===== src/rtl/spi_frame_fsm.sv =====
// SPI slave frame sequencer: header capture, address latch, read/write data phases,
// optional burst with address auto-increment, and a one-cycle pulse on aborted frames.
module spi_frame_fsm #(
  parameter int unsigned ADDR_W   = 7,
  parameter int unsigned DATA_W   = 8,
  parameter bit          BURST_EN = 1'b0
) (
  input  logic sclk,
  input  logic reset,
  input  logic chip_sel,
  input  logic shift_reg_out,
  output logic miso_buff,
  output logic dm_we,
  output logic addr_we,
  output logic sr_we,
  output logic addr_inc,
  output logic busy,
  output logic frame_err
);

  localparam int unsigned H      = ADDR_W + 1;
  localparam int unsigned MaxLen = (H > DATA_W) ? H : DATA_W;
  localparam int unsigned CntW   = (MaxLen > 1) ? $clog2(MaxLen) : 1;

  localparam logic [CntW-1:0] HdrLast  = CntW'(H - 1);
  localparam logic [CntW-1:0] DataLast = CntW'(DATA_W - 1);
  localparam logic [CntW-1:0] CntOne   = CntW'(1);

  typedef enum logic [2:0] {
    StIdle,
    StGet,
    StGot,
    StReadLoad,
    StReadShift,
    StWrite,
    StWriteCommit,
    StDone
  } state_e;

  state_e          state_q, state_d;
  logic [CntW-1:0] cnt_q, cnt_d;
  logic            frame_err_q, frame_err_d;

  always_ff @(posedge sclk) begin
    if (reset) begin
      state_q     <= StIdle;
      cnt_q       <= '0;
      frame_err_q <= 1'b0;
    end else begin
      state_q     <= state_d;
      cnt_q       <= cnt_d;
      frame_err_q <= frame_err_d;
    end
  end

  always_comb begin
    state_d     = state_q;
    cnt_d       = cnt_q;
    frame_err_d = 1'b0;
    miso_buff   = 1'b0;
    dm_we       = 1'b0;
    addr_we     = 1'b0;
    sr_we       = 1'b0;
    addr_inc    = 1'b0;

    unique case (state_q)
      StIdle: begin
        state_d = StGet;
        cnt_d   = CntOne;
      end
      StGet: begin
        if (cnt_q == HdrLast) begin
          state_d = StGot;
          cnt_d   = '0;
        end else begin
          cnt_d = cnt_q + CntOne;
        end
      end
      StGot: begin
        addr_we = 1'b1;
        cnt_d   = '0;
        state_d = shift_reg_out ? StReadLoad : StWrite;
      end
      StReadLoad: begin
        sr_we   = 1'b1;
        cnt_d   = '0;
        state_d = StReadShift;
      end
      StReadShift: begin
        miso_buff = 1'b1;
        if (cnt_q == DataLast) begin
          // Bump the address a cycle early so the next READ_LOAD sees fresh memory data.
          addr_inc = BURST_EN && !chip_sel;
          cnt_d    = '0;
          state_d  = BURST_EN ? StReadLoad : StDone;
        end else begin
          cnt_d = cnt_q + CntOne;
        end
      end
      StWrite: begin
        if (cnt_q == DataLast) begin
          cnt_d   = '0;
          state_d = StWriteCommit;
        end else begin
          cnt_d = cnt_q + CntOne;
        end
      end
      StWriteCommit: begin
        dm_we    = 1'b1;
        addr_inc = BURST_EN;
        cnt_d    = '0;
        state_d  = BURST_EN ? StWrite : StDone;
      end
      StDone: begin
        state_d = StDone;
      end
      default: begin
        state_d = StIdle;
        cnt_d   = '0;
      end
    endcase

    if (chip_sel) begin
      state_d = StIdle;
      cnt_d   = '0;
      // cnt==0 in a data phase is a word boundary, so deselecting there is a clean stop.
      unique case (state_q)
        StGet, StGot, StReadLoad: frame_err_d = 1'b1;
        StReadShift, StWrite:     frame_err_d = (cnt_q != '0);
        default:                  frame_err_d = 1'b0;
      endcase
    end
  end

  assign busy      = (state_q != StIdle);
  assign frame_err = frame_err_q;

endmodule


===== config.mk =====
export PLATFORM = sky130hd
export DESIGN_NAME = spi_frame_fsm
export DESIGN_NICKNAME = d
export VERILOG_FILES = /design/src/rtl/spi_frame_fsm.sv
export SDC_FILE = /design/constraint.sdc
export NUM_CORES = 1
export LEC_CHECK = 0
export BUFFER_PORTS_ARGS = -buffer_cell sky130_fd_sc_hd__buf_2
export CAP_MARGIN = 20
export CORE_AREA = 2 2 39 41
export DETAILED_ROUTE_END_ITERATION = 12
export DIE_AREA = 0 0 41 43
export PLACE_DENSITY = 0.6
export SLEW_MARGIN = 15
export SYNTH_ARGS = -nofsm -noshare
export SYNTH_HDL_FRONTEND = slang
export SYNTH_SLANG_ARGS = --single-unit

===== constraint.sdc =====
create_clock -name sclk -period 3.9 [get_ports sclk]
set_input_delay 0.585 -clock sclk [delete_from_list [all_inputs] [get_ports sclk]]
set_output_delay 0.585 -clock sclk [all_outputs]
set_load 0.02 [all_outputs]

After elaboration in Yosys (flattened, before gate mapping)

Index checks and enable logic that the tools add are counted.

Add/subtract/negate cells: 1
$mul: 0
Div/mod/pow operators: 0
Magnitude comparators: 0
Equal/unequal tests: 11
Shift operators: 0
Muxes and demuxes: 12
Bitwise operators: 1
Reduce and logical (&&, ||, !) cells: 12

Operator list:

| operator                                            | count |
|---|---|
| one-hot mux 3 bit (7 select lines)                  | 1 |
| equality test 3 bit, second input constant          | 5 |
| 2-to-1 mux 3 bit                                    | 5 |
| one-hot mux 3 bit (3 select lines)                  | 1 |
| nonzero test 3 bit                                  | 3 |
| OR reduction 3 bit                                  | 3 |
| OR reduction 2 bit                                  | 4 |
| equality test 3 x 2 -> 1 bit, second input constant | 2 |
| != test 2 bit, second input constant                | 3 |
| 2-to-1 mux 1 bit                                    | 4 |
| adder 3 x 1 -> 3 bit, second input constant         | 1 |
| equality test 3 x 1 -> 1 bit, second input constant | 1 |
| zero test 3 bit                                     | 1 |
| AND reduction 3 bit                                 | 1 |
| one-hot mux 1 bit (2 select lines)                  | 1 |
| inverter 1 bit                                      | 1 |

Bits in registers: 7
Bits in latches: 0
RAM bits: 0
Bits in read-only memories: 0
Output and inout bits: 7
Logic and storage cells: 40
Memories kept: 0

Longest topological paths before layout

Depth after elaboration: 3
Gate-level depth with buffers: 5
Gate-level depth less buffers: 5

Worst setup path before layout

No wires, ideal clock.

Path kind: flip-flop to output port
Start point: reg state_q[2]
End point: out dm_we
Arrival time: 1.082 ns
Required time: 3.315 ns
Setup slack: 2.233 ns
Stages on the path, launching flop included: 3
Buffers on the path: 1
Cell sequence: dfxtp_1 > buf_2 > nor3b_1

Word-level cells in the longest chain between the ends: 2

RTL lines:

| element                  | RTL line | text |
|---|---|---|
| start: declaration       | 40       | `state_e state_q, state_d;` |
| start signal: assignment | 46       | `state_q <= StIdle;` |
| start signal: assignment | 50       | `state_q <= state_d;` |
| equality test 3 bit      | 66       | `unique case (state_q)` |
| 2-to-1 mux 1 bit         | 66       |  |
| end: declaration         | 13       | `output logic dm_we,` |

No other way between the ends.

Worst setup path in the final report

Start point: reg state_q[2]
End point: out busy

Word-level cells in the longest chain between the ends: 1

RTL lines:

| element            | RTL line | text |
|---|---|---|
| nonzero test 3 bit | 135      | `assign busy = (state_q != StIdle);` |
| end: declaration   | 17       | `output logic busy,` |

No other way between the ends.

==> results by stage <==
Layout:
- In the layout the commonest cells are 9 x sky130_fd_sc_hd__buf_2, 7 x sky130_fd_sc_hd__dfxtp_1, 5 x sky130_fd_sc_hd__a21oi_1.
- Fill cells in the final layout number 155.
- The non-filler instance count after layout is 75.
- The area of the multi-input gates is between 200 and 250 sq um.
- The layout net count is 67.
- The register area is about 140 sq um.
- The most frequent standard cell in the layout excluding fill and tap cells is sky130_fd_sc_hd__buf_2.
- Relative to the synthesized area, the layout overhead comes to 15.38%.
- In the final layout, the share of cells above drive strength 1 is a little under a quarter.
- The antenna cell count is 0.

Floorplanning:
- The die outline height is approximately 43 microns.
- The core region area is around 0.0014 sq mm.
- The die extent in x is 41 microns.
- The initial core utilization is 29.39%.
- The I/O pin total is 11.
- The die covers roughly 0.0018 sq mm.
- The floorplan has 14 rows.

Route:
- The via-per-instance ratio is slightly below 5.
- For this block, the via count after detailed routing is 362.
- In the final routed layout, each cell accounts on average for 10.84 microns.
- In this run the remaining antenna-violating nets after routing total 0.
- The DRC violation total after the first TritonRoute iteration is 4.
- The number of remaining DRC errors is 0.
- The number of detailed-routing iterations run before antenna repair is 3.
- After detailed routing, the total wire length is approximately 800 microns.

Setup path:
- The worst-path cell with the longest stage delay is sky130_fd_sc_hd__dfxtp_1.
- For this run, the slowest stage of the critical path takes ~430 ps.
- The data required time of the critical path is 3310 ps.
- The beginning of the worst register-to-register path is cnt_q[0].
- The critical path startpoint category is a flop.
- For the worst setup path, the data arrival time is about 1300 ps.
- The sort of element at the end of the critical path is an output pin.
- The category of the critical setup timing path is flop to output pin.
- Tracing the worst setup path back leads to its startpoint at state_q[2].
- Counting both buffers and inverters, the worst setup path holds a total of 1.
- The signal on the critical path passes through or3_1 -> buf_2.
- The kind of cell with the highest combined delay along the critical path is flip-flops.
- The largest driver fanout on the critical path is 15.

Clock network:
- The post-cts resize count is 0.
- The count of buffers added by post-CTS timing repair for setup is 0.
- The largest buffer count on any clock path is 2.
- The clock transition at the registers of the reported paths is 60 ps.
- The CTS sink count is 7.
- The TritonCTS clock tree is done.
- TritonCTS created 3 clock buffers.
- The clock reaches the later pin of the worst-skew pair after about 250 ps.
- The count of hold buffers inserted by post-cts repair is 0.
- The tree is rooted in a sky130_fd_sc_hd__clkbuf_4.
- In this run the number of H-tree levels came out at 1.

Global routing:
- Global routing used around 10% of the available tracks across all layers.
- Entering global routing, the biggest net connects 16 pins.
- The overall overflow remaining after global route is 0.
- The wire length of the first global-routing pass is around 1200 microns.
- The number of antenna violations at the first check in global routing is 0.
- The number of global-route vias before repair was around 310.

Synthesis:
- The number of different library cells used by synthesis comes to 27.
- The synthesized-area fraction occupied by ao, oa, aoi and oai cells is between 10% and 20%.
- The summed instance area of the synthesized netlist is 406.6 sq um.
- Summing the sequential cell areas from Yosys gives between 30% and 40% of the chip area.
- For this run, the number of Yosys warnings is 0.
- By area, the combinational part of the netlist is dominated by simple AND/OR/NAND/NOR gates.
- The number of nets handed over by synthesis was a little under 60.
- Each instance of the synthesized netlist takes up on average roughly 8 sq um.
- The adder-cell share of the synthesized area is between 9 and 10%.
- The share of the synthesized netlist area taken by xor and xnor gates is 0%.
- The flop and latch count out of synthesis is 7.
- Counting every instance in the synthesized netlist gives 51.
- The portion of synthesized area spent on multiplexers is 0%.
- The synthesized netlist devotes around 29% of its cell area to simple gates.

Placement:
- At the end of routability-driven placement, the weighted congestion stood at 0.8058.
- The cell total after placement is 71.
- In this run the tool buffered the top-level ports with 9 buffer cells.

Run status:
- The run finished with clean final reports.

STA:
- The setup violation total in the final timing report is 0.
- Setup total negative slack on the finished layout was measured at 0 ps.
- The post-route clock period utilization is 47.72%.
- The top achievable clock speed is 537.3 MHz.
- The worst-case clock skew is between 2 and 2.5 ps.
- Hold is met by slightly below 500 ps.
- The shortest period the worst path allows is around 1900 ps.
- Setup repair after global routing left no endpoint under its margin.
- The number of hold violations in the final report came to 0.
- The count of final max-slew check failures is 0.

Power and ir drop:
- For this design the ratio of total power to cell area is ~330 mW/mm^2.
- Summed over all cells, the static leakage comes to about 0.20 nW.
- Across the VDD grid, the largest voltage drop is around 0.12 mV.

Worst hold path:
- The worst hold-check path type is flop to flop.
- In this run the most critical hold path is launched from cnt_q[2].

Flow run:
- The reported max-cap violation count is 0.
## per-stage QoR
| stage | total power, mW | cell area, sq um | util, % | setup slack (ps) |
|---|---|---|---|---|
| after floorplan | 0.08445 | 406.6 | - | 2233 |
| after global placement | 0.08694 | 442.9 | 32.01 | 2295 |
| after detailed placement | 0.08715 | 442.9 | 32.01 | 2307 |
| after CTS | 0.1552 | 469.2 | 33.91 | 2027 |
| after global routing | 0.1622 | 469.2 | 33.91 | 1937 |
| final | 0.1529 | 469.2 | 33.91 | 2039 |
## sequential cells by signal (all words and copies together) (netlist names)
register,flops
frame_err,1
state_q,3
cnt_q,3
## layer usage
layer	global-route usage (%)	up-vias	routed length (microns)	share of wire [%]
li1	-	194	-	-
met1	13.18	156	414	51
met2	12.81	10	342	42
met3	3.141	2	42	5.2
met4	8.000	0	13	1.6
met5	0	-	0	0
## area by class of cell
cell class / count / area share, %
clock buffer: 4 / 5.600
timing repair buffer: 9 / 9.600
tap: 16 / 4.267
inverter: 4 / 3.200
sequential: 7 / 29.87
multi-input combinational: 35 / 47.47
## report_power, final
group	switching, mW	internal [mW]
clock	0.0283	0.0391
sequential	0.00284	0.0731
combinational	0.00536	0.00420
## worst reg2reg max path, stage by stage, from the launching register on
cell	delay (ps)
sky130_fd_sc_hd__dfxtp_1	340
sky130_fd_sc_hd__ha_1	210
sky130_fd_sc_hd__ha_1	250
sky130_fd_sc_hd__or3b_1	380
sky130_fd_sc_hd__a21oi_1	150
sky130_fd_sc_hd__nor3_1	60
## cells by family after synthesis
group	count (synthesis)
AO/OA/AOI/OAI	11
buffers and inverters	9
other	1
flip-flops	7
AND/OR/NAND/NOR	20
adder cells (fa/ha/maj)	3
## cells in the mapped netlist
cell                        n  area share (%)
sky130_fd_sc_hd__nand2b_1   1             1.5
sky130_fd_sc_hd__nor3b_1    2             3.7
sky130_fd_sc_hd__conb_1     1            0.92
sky130_fd_sc_hd__o211ai_1   1             1.8
sky130_fd_sc_hd__nand2_1    3             2.8
sky130_fd_sc_hd__nor2b_1    1             1.5
sky130_fd_sc_hd__o21ai_0    2             2.5
sky130_fd_sc_hd__buf_2      2             2.5
sky130_fd_sc_hd__nand3_1    1             1.2
sky130_fd_sc_hd__or2_1      1             1.5
sky130_fd_sc_hd__nor3_1     2             2.5
sky130_fd_sc_hd__or3_1      1             1.5
sky130_fd_sc_hd__and4b_1    1             2.5
sky130_fd_sc_hd__a31oi_1    1             1.5
sky130_fd_sc_hd__a21oi_1    5             6.2
sky130_fd_sc_hd__dfxtp_1    7              34
sky130_fd_sc_hd__inv_1      3             2.8
sky130_fd_sc_hd__nor2_1     2             1.8
sky130_fd_sc_hd__buf_4      2             3.7
sky130_fd_sc_hd__or3b_1     1             2.2
sky130_fd_sc_hd__ha_1       3             9.2
sky130_fd_sc_hd__inv_2      1            0.92
sky130_fd_sc_hd__nand4_1    3             4.6
sky130_fd_sc_hd__o2111ai_1  1             2.2
sky130_fd_sc_hd__clkbuf_1   1            0.92
sky130_fd_sc_hd__o22ai_1    1             1.5
sky130_fd_sc_hd__or2_2      1             1.5
## final timing paths
kind	slack (ps)	to	depth (start not counted)
max	2040	busy	2
min	490	cnt_q[2]	2
max reg2reg	2410	state_q[0]	5
min reg2reg	490	cnt_q[2]	2
No activity file was read; power rests on OpenSTA's default activity.
